File: src/rtl/serial_rb_sub.sv
// -----------------------------------------------------------------------------
// serial_rb_sub
// Bit-serial ripple-borrow subtractor. Computes DIFF = A - B - BIN one bit per
// clock, LSB first, through a single full-subtractor cell and a registered
// borrow. The operation is framed by a start/busy/done handshake.
//
// Ports
//   clk    : rising-edge clock
//   rst_n  : asynchronous active-low reset
//   start  : request, accepted only in IDLE or DONE
//   A, B   : minuend / subtrahend, captured on the accepting edge
//   BIN    : borrow-in, captured on the accepting edge
//   busy   : high while the subtraction is running
//   done   : one-cycle pulse, results valid from this cycle on
//   DIFF   : A - B - BIN modulo 2^WIDTH (held until the next commit)
//   BOUT   : borrow-out, 1 when unsigned A < B + BIN
//   OVF    : two's-complement overflow of the subtraction
// -----------------------------------------------------------------------------
module serial_rb_sub #(
    parameter int WIDTH = 4,
    parameter int CNT_W = $clog2(WIDTH + 1)
) (
    input  logic             clk,
    input  logic             rst_n,
    input  logic             start,
    input  logic [WIDTH-1:0] A,
    input  logic [WIDTH-1:0] B,
    input  logic             BIN,
    output logic             busy,
    output logic             done,
    output logic [WIDTH-1:0] DIFF,
    output logic             BOUT,
    output logic             OVF
);

    typedef enum logic [1:0] {
        IDLE = 2'd0,
        RUN  = 2'd1,
        DONE = 2'd2
    } state_t;

    // Full-subtractor difference bit.
    function automatic logic fs_diff(input logic a, input logic b, input logic bi);
        return a ^ b ^ bi;
    endfunction

    // Full-subtractor borrow-out.
    function automatic logic fs_borrow(input logic a, input logic b, input logic bi);
        return (~a & b) | (~a & bi) | (b & bi);
    endfunction

    state_t             state_r;
    logic [WIDTH-1:0]   sa_r;
    logic [WIDTH-1:0]   sb_r;
    // Only WIDTH-1 result bits need storage: the last bit goes straight into DIFF.
    logic [WIDTH-2:0]   sd_r;
    logic               br_r;
    logic [CNT_W-1:0]   cnt_r;
    logic               a_msb_r;
    logic               b_msb_r;
    logic               busy_r;
    logic               done_r;
    logic [WIDTH-1:0]   diff_r;
    logic               bout_r;
    logic               ovf_r;

    logic               d_s;
    logic               br_next_s;
    logic [WIDTH-1:0]   sd_shift_s;
    logic               last_s;

    // Full-subtractor cell on the operand LSBs and the result shift path.
    always_comb begin
        d_s        = 1'b0;
        br_next_s  = 1'b0;
        sd_shift_s = {WIDTH{1'b0}};
        last_s     = 1'b0;
        if (state_r == RUN) begin
            d_s        = fs_diff(sa_r[0], sb_r[0], br_r);
            br_next_s  = fs_borrow(sa_r[0], sb_r[0], br_r);
            sd_shift_s = {d_s, sd_r};
            last_s     = (cnt_r == CNT_W'(WIDTH - 1));
        end else begin
            d_s        = 1'b0;
            br_next_s  = 1'b0;
            sd_shift_s = {WIDTH{1'b0}};
            last_s     = 1'b0;
        end
    end

    // Control FSM, datapath shift registers and registered result outputs.
    always_ff @(posedge clk or negedge rst_n) begin
        if (!rst_n) begin
            state_r <= IDLE;
            sa_r    <= {WIDTH{1'b0}};
            sb_r    <= {WIDTH{1'b0}};
            sd_r    <= {(WIDTH-1){1'b0}};
            br_r    <= 1'b0;
            cnt_r   <= {CNT_W{1'b0}};
            a_msb_r <= 1'b0;
            b_msb_r <= 1'b0;
            busy_r  <= 1'b0;
            done_r  <= 1'b0;
            diff_r  <= {WIDTH{1'b0}};
            bout_r  <= 1'b0;
            ovf_r   <= 1'b0;
        end else begin
            case (state_r)
                IDLE, DONE: begin
                    done_r <= 1'b0;
                    if (start) begin
                        sa_r    <= A;
                        sb_r    <= B;
                        br_r    <= BIN;
                        sd_r    <= {(WIDTH-1){1'b0}};
                        cnt_r   <= {CNT_W{1'b0}};
                        a_msb_r <= A[WIDTH-1];
                        b_msb_r <= B[WIDTH-1];
                        busy_r  <= 1'b1;
                        state_r <= RUN;
                    end else begin
                        busy_r  <= 1'b0;
                        state_r <= IDLE;
                    end
                end
                RUN: begin
                    sa_r <= {1'b0, sa_r[WIDTH-1:1]};
                    sb_r <= {1'b0, sb_r[WIDTH-1:1]};
                    sd_r <= sd_shift_s[WIDTH-1:1];
                    br_r <= br_next_s;
                    if (last_s) begin
                        // Commit: the last difference bit is the result MSB.
                        diff_r  <= sd_shift_s;
                        bout_r  <= br_next_s;
                        ovf_r   <= (a_msb_r != b_msb_r) && (d_s != a_msb_r);
                        cnt_r   <= {CNT_W{1'b0}};
                        busy_r  <= 1'b0;
                        done_r  <= 1'b1;
                        state_r <= DONE;
                    end else begin
                        cnt_r   <= cnt_r + CNT_W'(1);
                        busy_r  <= 1'b1;
                        done_r  <= 1'b0;
                        state_r <= RUN;
                    end
                end
                default: begin
                    busy_r  <= 1'b0;
                    done_r  <= 1'b0;
                    state_r <= IDLE;
                end
            endcase
        end
    end

    assign busy = busy_r;
    assign done = done_r;
    assign DIFF = diff_r;
    assign BOUT = bout_r;
    assign OVF  = ovf_r;

endmodule

File: config.mk
export PLATFORM = sky130hd
export DESIGN_NAME = serial_rb_sub
export DESIGN_NICKNAME = d
export VERILOG_FILES = /design/src/rtl/serial_rb_sub.sv
export SDC_FILE = /design/constraint.sdc
export NUM_CORES = 1
export LEC_CHECK = 0
export ABC_AREA = 0
export BUFFER_PORTS_ARGS = -buffer_cell sky130_fd_sc_hd__buf_2
export CAP_MARGIN = 20
export CORE_MARGIN = 8
export CORE_UTILIZATION = 35
export DETAILED_ROUTE_END_ITERATION = 12
export HOLD_SLACK_MARGIN = 0.02
export PLACE_DENSITY = 0.56
export SYNTH_ARGS = -nofsm -noshare
export SYNTH_HDL_FRONTEND = slang
export SYNTH_SLANG_ARGS = --single-unit
File: constraint.sdc
create_clock -name clk -period 1.6 [get_ports clk]
set_clock_uncertainty 0.15 [all_clocks]
set_input_delay 0.08 -clock clk [delete_from_list [all_inputs] [get_ports clk]]
set_output_delay 0.08 -clock clk [all_outputs]
set_load 0.02 [all_outputs]
==> metrics.txt, run 1 <==
# TYPE chip_impl_metric gauge
chip_impl_info{name="run_status",value="complete, no violations"} 1
chip_impl_metric{name="place.port_buffers",unit=""} 19
chip_impl_metric{name="worst_skew_late_latency",unit="ns"} 0.27
chip_impl_metric{name="multi_input_area",unit="sq um"} 594
chip_impl_metric{name="peakVddDrop",unit="mV"} 0.448
chip_impl_metric{name="powerDensity",unit="nW/um^2"} 1790
chip_impl_metric{name="wire_per_inst",unit="microns"} 13.3
chip_impl_metric{name="placed_cells_incl_taps",unit=""} 181
chip_impl_metric{name="grt_start_max_net_pins",unit=""} 32
chip_impl_metric{name="totalPowerFinal",unit="W"} 0.00285
chip_impl_info{name="synth_area_leaders",value="sky130_fd_sc_hd__dfrtp_1, sky130_fd_sc_hd__mux2i_1, sky130_fd_sc_hd__mux2_4, sky130_fd_sc_hd__a211oi_1, sky130_fd_sc_hd__nor2b_1"} 1
chip_impl_metric{name="seq_area",unit="sq um"} 651
chip_impl_metric{name="numCtsBuffers",unit=""} 3
chip_impl_metric{name="clock_sinks",unit=""} 26
chip_impl_metric{name="cts.reportedPaths.clkPinSlew",unit="ns"} 0.09
chip_impl_metric{name="layout.cells.non_filler",unit=""} 195
chip_impl_metric{name="insertedDiodeCount",unit=""} 0
chip_impl_metric{name="net_sw_share",unit="%"} 37.5
chip_impl_metric{name="flow.area_growth_from_synthesis",unit="%"} 22.6
chip_impl_metric{name="dieHeight",unit="microns"} 77.0
chip_impl_metric{name="drv_cap",unit=""} 0
chip_impl_metric{name="grt_use_total",unit="%"} 9.17
chip_impl_metric{name="period_minus_slack",unit="ns"} 1.57
chip_impl_info{name="layout_common_cells",value="sky130_fd_sc_hd__dfrtp_1, sky130_fd_sc_hd__buf_2, sky130_fd_sc_hd__mux2i_1, sky130_fd_sc_hd__dlygate4sd3_1, sky130_fd_sc_hd__nand2_1"} 1
chip_impl_metric{name="io_pins",unit=""} 20
chip_impl_metric{name="design.core.area",unit="sq um"} 3630
chip_impl_info{name="crit_end",value="OVF"} 1
chip_impl_metric{name="worst-endpoint-required",unit="ns"} 1.60
chip_impl_metric{name="setup_viol",unit=""} 0
chip_impl_metric{name="p_int",unit="W"} 0.00178
chip_impl_metric{name="max_clock_freq",unit="MHz"} 638
chip_impl_info{name="netlist.top_cell.by_area",value="sky130_fd_sc_hd__dfrtp_1"} 1
chip_impl_metric{name="dr.first_iter.drc_count",unit=""} 34
chip_impl_metric{name="ys_warns",unit=""} 0
chip_impl_info{name="critPathLaunchType",value="register"} 1
chip_impl_metric{name="mappedNetlistNets",unit=""} 131
chip_impl_metric{name="slew_headroom",unit="%"} 60.6
chip_impl_metric{name="setup_slack",unit="ns"} 0.0337
chip_impl_info{name="crit_path_end_kind",value="register"} 1
chip_impl_info{name="worstReg2RegEnd",value="OVF"} 1
chip_impl_info{name="ctsRootBufferMaster",value="sky130_fd_sc_hd__clkbuf_8"} 1
chip_impl_metric{name="std_cell_rows",unit=""} 22
chip_impl_metric{name="syn_avg_cell_area",unit="sq um"} 11.1
chip_impl_metric{name="pwr-share-seq",unit="%"} 39.8
chip_impl_metric{name="place_hpwl",unit="mm"} 1.83
chip_impl_metric{name="synth.distinct_cells",unit=""} 26
chip_impl_metric{name="cts_max_level",unit=""} 1
chip_impl_metric{name="drive_above_1_share",unit="%"} 27.2
chip_impl_metric{name="leakagePower",unit="nW"} 0.729
chip_impl_info{name="synth_ff_type",value="sky130_fd_sc_hd__dfrtp_1"} 1
chip_impl_metric{name="globalRouteOverflowTotal",unit=""} 0
chip_impl_metric{name="finalWirelength",unit="mm"} 2.60
chip_impl_info{name="tritoncts_clock_tree",value="done"} 1
chip_impl_metric{name="timing_max_transition_violations_final",unit=""} 0
chip_impl_metric{name="area_enclosed_by_the_die_boundary",unit="sq um"} 5930
chip_impl_info{name="grt_setup_unrepaired",value="yes"} 1
chip_impl_info{name="timing.hold.worst.class",value="input port to register"} 1
chip_impl_metric{name="grt_pass1_vias",unit=""} 1017
chip_impl_metric{name="layout.core_utilization",unit="%"} 44.0
chip_impl_metric{name="viasPerCell",unit=""} 5.02
chip_impl_metric{name="fillers",unit=""} 382
chip_impl_metric{name="synth.yosys.seq_area_share",unit="%"} 49.9
chip_impl_metric{name="flop_and_latch_count_out_of_synthesis",unit=""} 26
chip_impl_metric{name="vias",unit=""} 978
chip_impl_metric{name="cts_buffer_depth",unit=""} 2
chip_impl_metric{name="hold_violations",unit=""} 0
chip_impl_metric{name="number_of_enable_flip_flop_cells_after_synthesis",unit=""} 0
chip_impl_metric{name="ff2ff_path_depth",unit=""} 5
chip_impl_metric{name="clock_power_share",unit="%"} 12.7
chip_impl_metric{name="global_route_wire_length_before_repair",unit="mm"} 4.62
chip_impl_metric{name="crit_path_max_fanout",unit=""} 4
chip_impl_metric{name="postSynth.asyncResetShare",unit="%"} 100
chip_impl_metric{name="timing.reg2reg.setup_slack",unit="ns"} 0.03
chip_impl_metric{name="postRouteAntennaNets",unit=""} 0
chip_impl_metric{name="nets",unit=""} 163
chip_impl_metric{name="antenna_found_initial",unit=""} 0
chip_impl_metric{name="number_of_cells_produced_by_synthesis",unit=""} 117
chip_impl_metric{name="start_util",unit="%"} 35.9
chip_impl_metric{name="pwr-share-comb",unit="%"} 47.5
chip_impl_metric{name="switching_power",unit="W"} 0.00107
chip_impl_metric{name="min_period_over_period",unit="%"} 97.9
chip_impl_info{name="criticalPathCategory",value="register to register"} 1
chip_impl_metric{name="preCtsSetupSlack",unit="ns"} -0.0139
chip_impl_metric{name="finalWeightedCongestion",unit=""} 0.731
chip_impl_metric{name="yosysTopAreaCellShare",unit="%"} 49.9
chip_impl_metric{name="cp.arrival",unit="ns"} 1.57
chip_impl_metric{name="synthesis.area",unit="sq um"} 1300
chip_impl_metric{name="drc_errors",unit=""} 0
chip_impl_metric{name="dr.pass1.iters",unit=""} 4
chip_impl_info{name="worst_setup_path_start",value="sa_r[0]"} 1
chip_impl_info{name="worst_r2r_startpoint",value="sa_r[0]"} 1
chip_impl_info{name="final_common_cell",value="sky130_fd_sc_hd__dfrtp_1"} 1
chip_impl_metric{name="tightestPinTransition",unit="ns"} 0.591
chip_impl_metric{name="die_w",unit="microns"} 77.0
## sequential cells by signal, summed over array words and instances (netlist names)
| signal | flops |
|---|---|
| BOUT | 1 |
| br_r | 1 |
| a_msb_r | 1 |
| OVF | 1 |
| sa_r | 4 |
| state_r | 2 |
| DIFF | 4 |
| b_msb_r | 1 |
| sd_r | 3 |
| done | 1 |
| cnt_r | 3 |
| sb_r | 4 |
## cell families (layout without fill, tap and decap cells)
logic type	Yosys count	count (layout)	share of synthesized area, %
AOI/OAI and AO/OA	27	27	13.0
adders and majority gates	2	2	2.50
buffers and inverters	11	41	4.80
DFF	26	26	49.9
muxes	16	16	14.3
and+or+nand+nor	35	35	15.5
## cells in the mapped netlist, types with 2 or more instances
| cell | number |
|---|---|
| sky130_fd_sc_hd__nand3_1 | 3 |
| sky130_fd_sc_hd__nor2b_1 | 8 |
| sky130_fd_sc_hd__a22o_1 | 3 |
| sky130_fd_sc_hd__inv_1 | 3 |
| sky130_fd_sc_hd__buf_4 | 2 |
| sky130_fd_sc_hd__dfrtp_1 | 26 |
| sky130_fd_sc_hd__nand2b_1 | 7 |
| sky130_fd_sc_hd__mux2_4 | 5 |
| sky130_fd_sc_hd__nand2_1 | 9 |
| sky130_fd_sc_hd__mux2i_1 | 10 |
| sky130_fd_sc_hd__nor2_1 | 3 |
| sky130_fd_sc_hd__o21ai_0 | 6 |
| sky130_fd_sc_hd__buf_2 | 5 |
| sky130_fd_sc_hd__a21oi_1 | 9 |
| sky130_fd_sc_hd__a211oi_1 | 7 |
## power groups by stage
stage | logic [W] | registers (W) | clock network, W
final | 0.00135 | 0.00114 | 0.000363
after global routing | 0.00153 | 0.00118 | 0.000405
after global placement | 0.00128 | 0.00114 | 0
after detailed placement | 0.00132 | 0.00115 | 0
after CTS | 0.00134 | 0.00114 | 0.000381
after floorplan | 0.000894 | 0.00122 | 0
## cell type report
| class | count | area share [%] |
|---|---|---|
| flip-flops and latches | 26 | 40.7 |
| repair buffers | 35 | 15.0 |
| multi-input cells | 80 | 37.2 |
| inverters | 3 | 0.705 |
| well taps | 48 | 3.76 |
| clock buffers | 3 | 2.58 |
## through the flow
| stage | hold slack, ns | TNS (ns) | instance area, sq um |
|---|---|---|---|
| 2_1_floorplan | -0.366 | 0 | 1300 |
| 3_3_place_gp | -0.0278 | 0 | 1450 |
| 3_5_place_dp | -0.0257 | -0.0515 | 1450 |
| 4_1_cts | 0.116 | 0 | 1590 |
| 5_1_grt | 0.149 | -0.0342 | 1600 |
| 6_report | 0.113 | 0 | 1600 |
## how the worst min path moves through the flow
| stage | slack [ns] | endpoint | from | depth (start not counted) |
|---|---|---|---|---|
| detailed placement | -0.03 | cnt_r[0] | rst_n | 1 |
| floorplan | -0.37 | BOUT | rst_n | 0 |
| global placement | -0.03 | DIFF[0] | rst_n | 1 |
| global route | 0.15 | sd_r[2] | start | 2 |
| finish | 0.11 | sd_r[2] | start | 2 |
| CTS | 0.12 | sd_r[1] | start | 2 |
## metal layers
layer / vias up / routed length (microns) / part of all wire [%] / track usage, %
li1: 466 / - / - / -
met1: 485 / 1230 / 47 / 11.7
met2: 23 / 1200 / 46 / 14.6
met3: 4 / 131 / 5.0 / 2.56
met4: 0 / 28 / 1.1 / 2.83
met5: - / 0 / 0 / 0
## worst max-delay path, stage by stage, from the launching register on
cell,delay [ns]
sky130_fd_sc_hd__dfrtp_1,0.37
sky130_fd_sc_hd__inv_2,0.04
sky130_fd_sc_hd__fa_1,0.52
sky130_fd_sc_hd__and3b_1,0.21
sky130_fd_sc_hd__a21oi_2,0.09
sky130_fd_sc_hd__a21oi_1,0.06
## what timing repair did
action                                  4_1_cts  5_1_grt
hold buffers                                 10        0
endpoints found under the setup margin        5        1
gates resized for setup                       1        2
buffers inserted                              0        1
hold endpoints to repair                     37        0
pin swaps                                     2        3
No activity file was read; power rests on OpenSTA's default activity.
==> run 2, diff against run 1 <==
--- a/config.mk
+++ b/config.mk
@@ -5,7 +5,7 @@
 export SDC_FILE = /design/constraint.sdc
 export NUM_CORES = 1
 export LEC_CHECK = 0
-export ABC_AREA = 0
+export ABC_AREA = 1
 export BUFFER_PORTS_ARGS = -buffer_cell sky130_fd_sc_hd__buf_2
 export CAP_MARGIN = 20
 export CORE_MARGIN = 8
==> run 2 against run 1 <==
Compared with the run above: total power down 4.4%; sequential share of layout area up 4.1 points; wire length down 11%.
==> metrics.txt, run 2 <==
# TYPE chip_impl_metric gauge
chip_impl_metric{name="peakVddDrop",unit="mV"} 0.570
chip_impl_metric{name="layout.core_utilization",unit="%"} 44.2
chip_impl_metric{name="cts_buffer_depth",unit=""} 2
chip_impl_metric{name="syn_avg_cell_area",unit="sq um"} 9.25
chip_impl_metric{name="place_hpwl",unit="mm"} 1.63
chip_impl_metric{name="synthesis.area",unit="sq um"} 1170
chip_impl_info{name="critPathLaunchType",value="register"} 1
chip_impl_metric{name="nets",unit=""} 174
chip_impl_metric{name="yosysTopAreaCellShare",unit="%"} 55.4
chip_impl_metric{name="dr.pass1.iters",unit=""} 4
chip_impl_info{name="worst_r2r_startpoint",value="sa_r[0]"} 1
chip_impl_metric{name="postRouteAntennaNets",unit=""} 0
chip_impl_metric{name="multi_input_area",unit="sq um"} 440
chip_impl_info{name="tritoncts_clock_tree",value="done"} 1
chip_impl_metric{name="layout.cells.non_filler",unit=""} 205
chip_impl_metric{name="start_util",unit="%"} 35.8
chip_impl_metric{name="cp.arrival",unit="ns"} 1.59
chip_impl_metric{name="grt_use_total",unit="%"} 9.88
chip_impl_metric{name="setup_viol",unit=""} 0
chip_impl_metric{name="finalWirelength",unit="mm"} 2.31
chip_impl_metric{name="min_period_over_period",unit="%"} 94.8
chip_impl_metric{name="synth.yosys.seq_area_share",unit="%"} 55.4
chip_impl_metric{name="mappedNetlistNets",unit=""} 141
chip_impl_info{name="run_status",value="complete, no violations"} 1
chip_impl_metric{name="design.core.area",unit="sq um"} 3280
chip_impl_metric{name="period_minus_slack",unit="ns"} 1.52
chip_impl_info{name="routed.top_layer",value="met4"} 1
chip_impl_info{name="ctsRootBufferMaster",value="sky130_fd_sc_hd__clkbuf_4"} 1
chip_impl_metric{name="met2RoutedLength",unit="mm"} 1.11
chip_impl_metric{name="wl_met1",unit="mm"} 1.10
chip_impl_metric{name="ys_warns",unit=""} 0
chip_impl_metric{name="route.met3.wl",unit="microns"} 59
chip_impl_metric{name="number_of_cells_produced_by_synthesis",unit=""} 127
chip_impl_metric{name="fin_tns_setup",unit="ns"} 0
chip_impl_info{name="crit_path_end_kind",value="register"} 1
chip_impl_metric{name="fillers",unit=""} 340
chip_impl_metric{name="totalPowerFinal",unit="W"} 0.00273
chip_impl_metric{name="tightestPinTransition",unit="ns"} 0.581
chip_impl_metric{name="postSynth.asyncResetShare",unit="%"} 100
chip_impl_info{name="grt_setup_unrepaired",value="no"} 1
chip_impl_metric{name="vias",unit=""} 887
chip_impl_metric{name="wire_per_inst",unit="microns"} 11.3
chip_impl_metric{name="globalRouteOverflowTotal",unit=""} 0
chip_impl_metric{name="grt_start_max_net_pins",unit=""} 27
chip_impl_metric{name="grt_pass1_vias",unit=""} 930
chip_impl_metric{name="numCtsBuffers",unit=""} 3
chip_impl_info{name="final_common_cell",value="sky130_fd_sc_hd__nand2_1"} 1
chip_impl_metric{name="powerDensity",unit="nW/um^2"} 1880
chip_impl_metric{name="cts_max_level",unit=""} 1
chip_impl_metric{name="global_route_wire_length_before_repair",unit="mm"} 4.20
chip_impl_info{name="criticalPathCategory",value="register to register"} 1
chip_impl_metric{name="slowest_delay",unit="ns"} 0.61
chip_impl_metric{name="io_pins",unit=""} 20
chip_impl_metric{name="cts.reportedPaths.clkPinSlew",unit="ns"} 0.14
chip_impl_metric{name="clock_sinks",unit=""} 26
chip_impl_info{name="critical-path-slowest-cell",value="sky130_fd_sc_hd__fa_2"} 1
chip_impl_metric{name="crit_path_max_fanout",unit=""} 4
chip_impl_metric{name="drc_errors",unit=""} 0
chip_impl_metric{name="placed_cells_incl_taps",unit=""} 190
chip_impl_metric{name="dr.first_iter.drc_count",unit=""} 33
chip_impl_info{name="synth_area_leaders",value="sky130_fd_sc_hd__dfrtp_1, sky130_fd_sc_hd__nand2_1, sky130_fd_sc_hd__o21ai_2, sky130_fd_sc_hd__inv_1, sky130_fd_sc_hd__o21ai_0"} 1
chip_impl_info{name="timing.hold.worst.class",value="input port to asynchronous set/reset pin"} 1
chip_impl_metric{name="insertedDiodeCount",unit=""} 0
chip_impl_metric{name="flow.area_growth_from_synthesis",unit="%"} 23.4
chip_impl_info{name="synth_most_common_cell",value="sky130_fd_sc_hd__nand2_1"} 1
chip_impl_metric{name="area_enclosed_by_the_die_boundary",unit="sq um"} 5470
chip_impl_metric{name="flop_and_latch_count_out_of_synthesis",unit=""} 26
chip_impl_info{name="worst_setup_path_start",value="sa_r[0]"} 1
chip_impl_metric{name="synth.distinct_cells",unit=""} 18
chip_impl_metric{name="drive_above_1_share",unit="%"} 26.4
chip_impl_metric{name="finalWeightedCongestion",unit=""} 0.732
chip_impl_metric{name="die_w",unit="microns"} 73.9
chip_impl_metric{name="std_cell_rows",unit=""} 21
chip_impl_metric{name="dieHeight",unit="microns"} 73.9
chip_impl_info{name="layout_common_cells",value="sky130_fd_sc_hd__nand2_1, sky130_fd_sc_hd__dfrtp_1, sky130_fd_sc_hd__buf_2"} 1
chip_impl_metric{name="hold_violations",unit=""} 0
chip_impl_info{name="synth_ff_type",value="sky130_fd_sc_hd__dfrtp_1"} 1
chip_impl_metric{name="seq_area",unit="sq um"} 651
chip_impl_metric{name="place.port_buffers",unit=""} 19
chip_impl_info{name="worstPathCellList",value="inv_1, fa_2, o21ai_0, nand3_1, nand2_1"} 1
chip_impl_metric{name="viasPerCell",unit=""} 4.33
chip_impl_metric{name="drv_cap",unit=""} 0
chip_impl_metric{name="worst_skew_late_latency",unit="ns"} 0.31
chip_impl_info{name="synth_commonest_cells",value="sky130_fd_sc_hd__nand2_1, sky130_fd_sc_hd__dfrtp_1, sky130_fd_sc_hd__inv_1, sky130_fd_sc_hd__o21ai_0"} 1
chip_impl_metric{name="slew_headroom",unit="%"} 61.3
chip_impl_metric{name="timing_max_transition_violations_final",unit=""} 0
chip_impl_metric{name="max_clock_freq",unit="MHz"} 659
chip_impl_metric{name="worst-endpoint-required",unit="ns"} 1.67
chip_impl_metric{name="leakagePower",unit="nW"} 0.760
chip_impl_metric{name="antenna_found_initial",unit=""} 0
chip_impl_metric{name="number_of_enable_flip_flop_cells_after_synthesis",unit=""} 0
chip_impl_info{name="netlist.top_cell.by_area",value="sky130_fd_sc_hd__dfrtp_1"} 1
==> run 2: cell type report <==
type | count | area share, %
clock buffers | 4 | 2.50
flip-flops and latches | 26 | 44.9
repair buffers | 31 | 14.7
inverters | 14 | 3.62
multi-input cells | 84 | 30.4
well taps | 46 | 3.97
==> run 2: final timing paths <==
path	end	slack, ns	cells after the start
min in group clk	DIFF[2]	0.35	2
max in group asynchronous	sa_r[3]	0.78	2
hold / removal	DIFF[1]	0.14	2
hold reg to reg	DIFF[2]	0.35	2
setup reg to reg	OVF	0.08	5
setup / recovery	OVF	0.08	5
==> run 2: logic make-up (layout without fill, tap and decap cells) <==
| logic type | count (synthesis) | count (layout) | synth area share [%] |
|---|---|---|---|
| buffers and inverters | 17 | 49 | 7.35 |
| adders and majority gates | 2 | 2 | 2.77 |
| AOI/OAI and AO/OA | 17 | 17 | 9.16 |
| DFF | 26 | 26 | 55.4 |
| and+or+nand+nor | 65 | 65 | 25.3 |
==> run 2: where the power goes <==
part	leakage [nW]	switching [W]	internal (W)
combinational	0.408	0.000836	0.000473
sequential	0.331	0.000162	0.000932
clock	0.0210	0.000186	0.000139
total	0.760	0.00118	0.00154
==> run 2: critical path, delay by kind of cell, from the launching register on <==
kind | cells | cell delay, ns
AO/OA/AOI/OAI | 1 | 0.09
buffers and inverters | 1 | 0.07
adder cells (fa/ha/maj) | 1 | 0.61
AND/OR/NAND/NOR | 2 | 0.13
flip-flops | 1 | 0.38
==> run 2: layer usage <==
layer / track usage [%] / vias up
li1: - / 457
met1: 11.6 / 416
met5: 0 / -
met4: 5.99 / 0
met3: 1.48 / 2
met2: 16.5 / 12
==> run 2: what timing repair did <==
item                                    4_1_cts  5_1_grt
gates resized for setup                       0        1
hold endpoints to repair                     39        0
endpoints found under the setup margin        0        1
buffers inserted                              0        0
hold buffers                                 11        0
==> run 2: through the flow <==
stage | cell area [sq um] | setup slack [ns] | hold WS (ns)
after floorplan | 1170 | 0.157 | -0.366
final | 1450 | 0.0825 | 0.139
after global routing | 1450 | 0.0206 | 0.165
after CTS | 1450 | 0.0592 | 0.143
after detailed placement | 1300 | 0.0823 | -0.0351
after global placement | 1300 | 0.126 | -0.0433
==> run 3, diff against run 2 <==
--- a/config.mk
+++ b/config.mk
@@ -12,7 +12,7 @@
 export CORE_UTILIZATION = 35
 export DETAILED_ROUTE_END_ITERATION = 12
 export HOLD_SLACK_MARGIN = 0.02
-export PLACE_DENSITY = 0.56
+export PLACE_DENSITY = 0.54
 export SYNTH_ARGS = -nofsm -noshare
 export SYNTH_HDL_FRONTEND = slang
 export SYNTH_SLANG_ARGS = --single-unit
==> constraint.sdc (replaced) <==
create_clock -name clk -period 1.7 [get_ports clk]
set_clock_uncertainty 0.15 [all_clocks]
set_input_delay 0.085 -clock clk [delete_from_list [all_inputs] [get_ports clk]]
set_output_delay 0.085 -clock clk [all_outputs]
set_load 0.02 [all_outputs]
==> run 3 against run 2 <==
Compared with the run above: total power is 4.4% lower; register-to-register slack hardly changed; final cell count is 0.49% higher; non-clock buffer count is 1 higher; worst setup slack worse by 0.0052 ns; combinational power is 3% lower; clock power hardly changed; wire length is 0.95% higher; via count is 4.3% higher; die area stayed put; critical endpoint is now b_msb_r.
==> metrics.txt, run 3 (synthesis results as in run 2) <==
# TYPE chip_impl_metric gauge
chip_impl_metric{name="cts_buffer_depth",unit=""} 2
chip_impl_metric{name="cp.arrival",unit="ns"} 1.75
chip_impl_metric{name="drive_above_1_share",unit="%"} 25.6
chip_impl_metric{name="design.core.area",unit="sq um"} 3280
chip_impl_info{name="ctsRootBufferMaster",value="sky130_fd_sc_hd__clkbuf_4"} 1
chip_impl_metric{name="clock_power_share",unit="%"} 12.4
chip_impl_metric{name="globalRouteOverflowTotal",unit=""} 0
chip_impl_metric{name="seq_area",unit="sq um"} 651
chip_impl_metric{name="hold_violations",unit=""} 0
chip_impl_metric{name="pwr-share-seq",unit="%"} 38.9
chip_impl_metric{name="antenna_found_initial",unit=""} 0
chip_impl_metric{name="drc_errors",unit=""} 0
chip_impl_metric{name="multi_input_area",unit="sq um"} 438
chip_impl_info{name="critPathLaunchType",value="register"} 1
chip_impl_metric{name="worst_skew_late_latency",unit="ns"} 0.33
chip_impl_info{name="layout_common_cells",value="sky130_fd_sc_hd__nand2_1, sky130_fd_sc_hd__dfrtp_1, sky130_fd_sc_hd__buf_2"} 1
chip_impl_metric{name="nets",unit=""} 175
chip_impl_metric{name="period_minus_slack",unit="ns"} 1.62
chip_impl_metric{name="max_clock_freq",unit="MHz"} 616
chip_impl_metric{name="wire_per_inst",unit="microns"} 11.3
chip_impl_metric{name="numCtsBuffers",unit=""} 3
chip_impl_info{name="final_common_cell",value="sky130_fd_sc_hd__nand2_1"} 1
chip_impl_metric{name="io_pins",unit=""} 20
chip_impl_metric{name="start_util",unit="%"} 35.8
chip_impl_metric{name="place.port_buffers",unit=""} 19
chip_impl_metric{name="dr.pass1.iters",unit=""} 4
chip_impl_metric{name="place_hpwl",unit="mm"} 1.62
chip_impl_metric{name="grt_use_total",unit="%"} 9.63
chip_impl_metric{name="grt_start_max_net_pins",unit=""} 27
chip_impl_info{name="grt_setup_unrepaired",value="no"} 1
chip_impl_metric{name="cts-resized-gates",unit=""} 0
chip_impl_metric{name="slew_headroom",unit="%"} 61.6
chip_impl_metric{name="dr.first_iter.drc_count",unit=""} 31
chip_impl_metric{name="worst-endpoint-required",unit="ns"} 1.82
chip_impl_metric{name="drv_cap",unit=""} 0
chip_impl_info{name="crit_path_end_kind",value="register"} 1
chip_impl_metric{name="min_period_over_period",unit="%"} 95.5
chip_impl_metric{name="net_sw_share",unit="%"} 44.0
chip_impl_metric{name="setup_viol",unit=""} 0
chip_impl_metric{name="global_route_wire_length_before_repair",unit="mm"} 4.05
chip_impl_metric{name="cts.reportedPaths.clkPinSlew",unit="ns"} 0.15
chip_impl_info{name="run_status",value="complete, no violations"} 1
chip_impl_metric{name="leakagePower",unit="nW"} 0.766
chip_impl_metric{name="p_int",unit="W"} 0.00146
chip_impl_info{name="worstPathCellList",value="inv_2, nand2_2, inv_1, nand2_1, nand2_1, dlygate4sd3_1"} 1
chip_impl_metric{name="viasPerCell",unit=""} 4.49
chip_impl_info{name="tritoncts_clock_tree",value="done"} 1
chip_impl_metric{name="finalWirelength",unit="mm"} 2.34
chip_impl_metric{name="switching_power",unit="W"} 0.00115
chip_impl_metric{name="timing.reg2reg.setup_slack",unit="ns"} 0.08
chip_impl_metric{name="powerDensity",unit="nW/um^2"} 1790
chip_impl_metric{name="crit_path_max_fanout",unit=""} 5
chip_impl_info{name="criticalPathCategory",value="register to register"} 1
chip_impl_metric{name="finalWeightedCongestion",unit=""} 0.717
chip_impl_info{name="critical-path-top-delay-family",value="buffers and inverters"} 1
chip_impl_metric{name="peakVddDrop",unit="mV"} 0.626
chip_impl_metric{name="grt_pass1_vias",unit=""} 910
chip_impl_metric{name="cts_max_level",unit=""} 1
chip_impl_metric{name="tightestPinTransition",unit="ns"} 0.577
chip_impl_info{name="timing.hold.worst.class",value="input port to asynchronous set/reset pin"} 1
chip_impl_metric{name="insertedDiodeCount",unit=""} 0
chip_impl_metric{name="die_w",unit="microns"} 73.9
chip_impl_metric{name="postRouteAntennaNets",unit=""} 0
chip_impl_metric{name="timing_max_transition_violations_final",unit=""} 0
chip_impl_metric{name="clock_sinks",unit=""} 26
chip_impl_metric{name="critical_path_buf_inv_count",unit=""} 3
chip_impl_info{name="critPathMostFrequentCell",value="sky130_fd_sc_hd__nand2_1"} 1
chip_impl_metric{name="fin_hold_ws",unit="ns"} 0.113
chip_impl_info{name="critical-path-slowest-cell",value="sky130_fd_sc_hd__dlygate4sd3_1"} 1
chip_impl_metric{name="flow.area_growth_from_synthesis",unit="%"} 24.1
chip_impl_metric{name="area_enclosed_by_the_die_boundary",unit="sq um"} 5470
chip_impl_metric{name="slowest_delay",unit="ns"} 0.54
chip_impl_metric{name="dieHeight",unit="microns"} 73.9
chip_impl_metric{name="vias",unit=""} 925
chip_impl_metric{name="pwr-share-comb",unit="%"} 48.7
chip_impl_metric{name="std_cell_rows",unit=""} 21
chip_impl_metric{name="fillers",unit=""} 331
chip_impl_metric{name="fin_tns_setup",unit="ns"} 0
==> run 3: path summary, 6_finish.rpt <==
path | startpoint | end | depth (start not counted)
max | state_r[0] | b_msb_r | 6
min | rst_n | sa_r[2] | 2
max reg2reg | state_r[0] | b_msb_r | 6
min reg2reg | cnt_r[1] | cnt_r[1] | 2
max in group asynchronous | rst_n | OVF | 2
min in group clk | cnt_r[1] | cnt_r[1] | 2
==> run 3: layout make-up <==
cell class | instances | share of cell area, %
sequential | 26 | 44.6
multi-input combinational | 84 | 30.0
timing repair buffer | 32 | 15.3
tap | 46 | 3.95
inverter | 14 | 3.61
clock buffer | 4 | 2.49
==> run 3: what timing repair did <==
action,4_1_cts,5_1_grt
setup buffers,0,1
hold buffers,12,0
endpoints found under the hold margin,39,0
setup endpoints to repair,0,1
==> run 3: layer usage <==
layer	track usage [%]	share of wire [%]	up-vias	routed length [microns]
met5	0	0	-	0
met3	1.75	4.5	5	104
li1	-	-	460	-
met2	15.2	46	16	1070
met1	12.1	47	444	1110
met4	5.32	2.2	0	51
==> run 3: metrics by stage <==
step                      cell area (sq um)  std cells  power, W  setup slack [ns]  utilization (%)
final                                  1460        206   0.00261            0.0773             44.4
after global routing                   1460        206   0.00284           0.00492             44.4
after global placement                 1290        189   0.00223             0.221             39.4
after detailed placement               1290        189   0.00225             0.181             39.4
after floorplan                        1170        127   0.00200             0.257                -
after CTS                              1450        205   0.00261            0.0329             44.2
==> run 3: power by group through the flow <==
stage / clock [W] / combinational, W / sequential (W)
after floorplan: 0 / 0.000885 / 0.00112
final: 0.000325 / 0.00127 / 0.00101
after global routing: 0.000359 / 0.00143 / 0.00105
after CTS: 0.000332 / 0.00126 / 0.00102
after global placement: 0 / 0.00120 / 0.00103
after detailed placement: 0 / 0.00122 / 0.00104
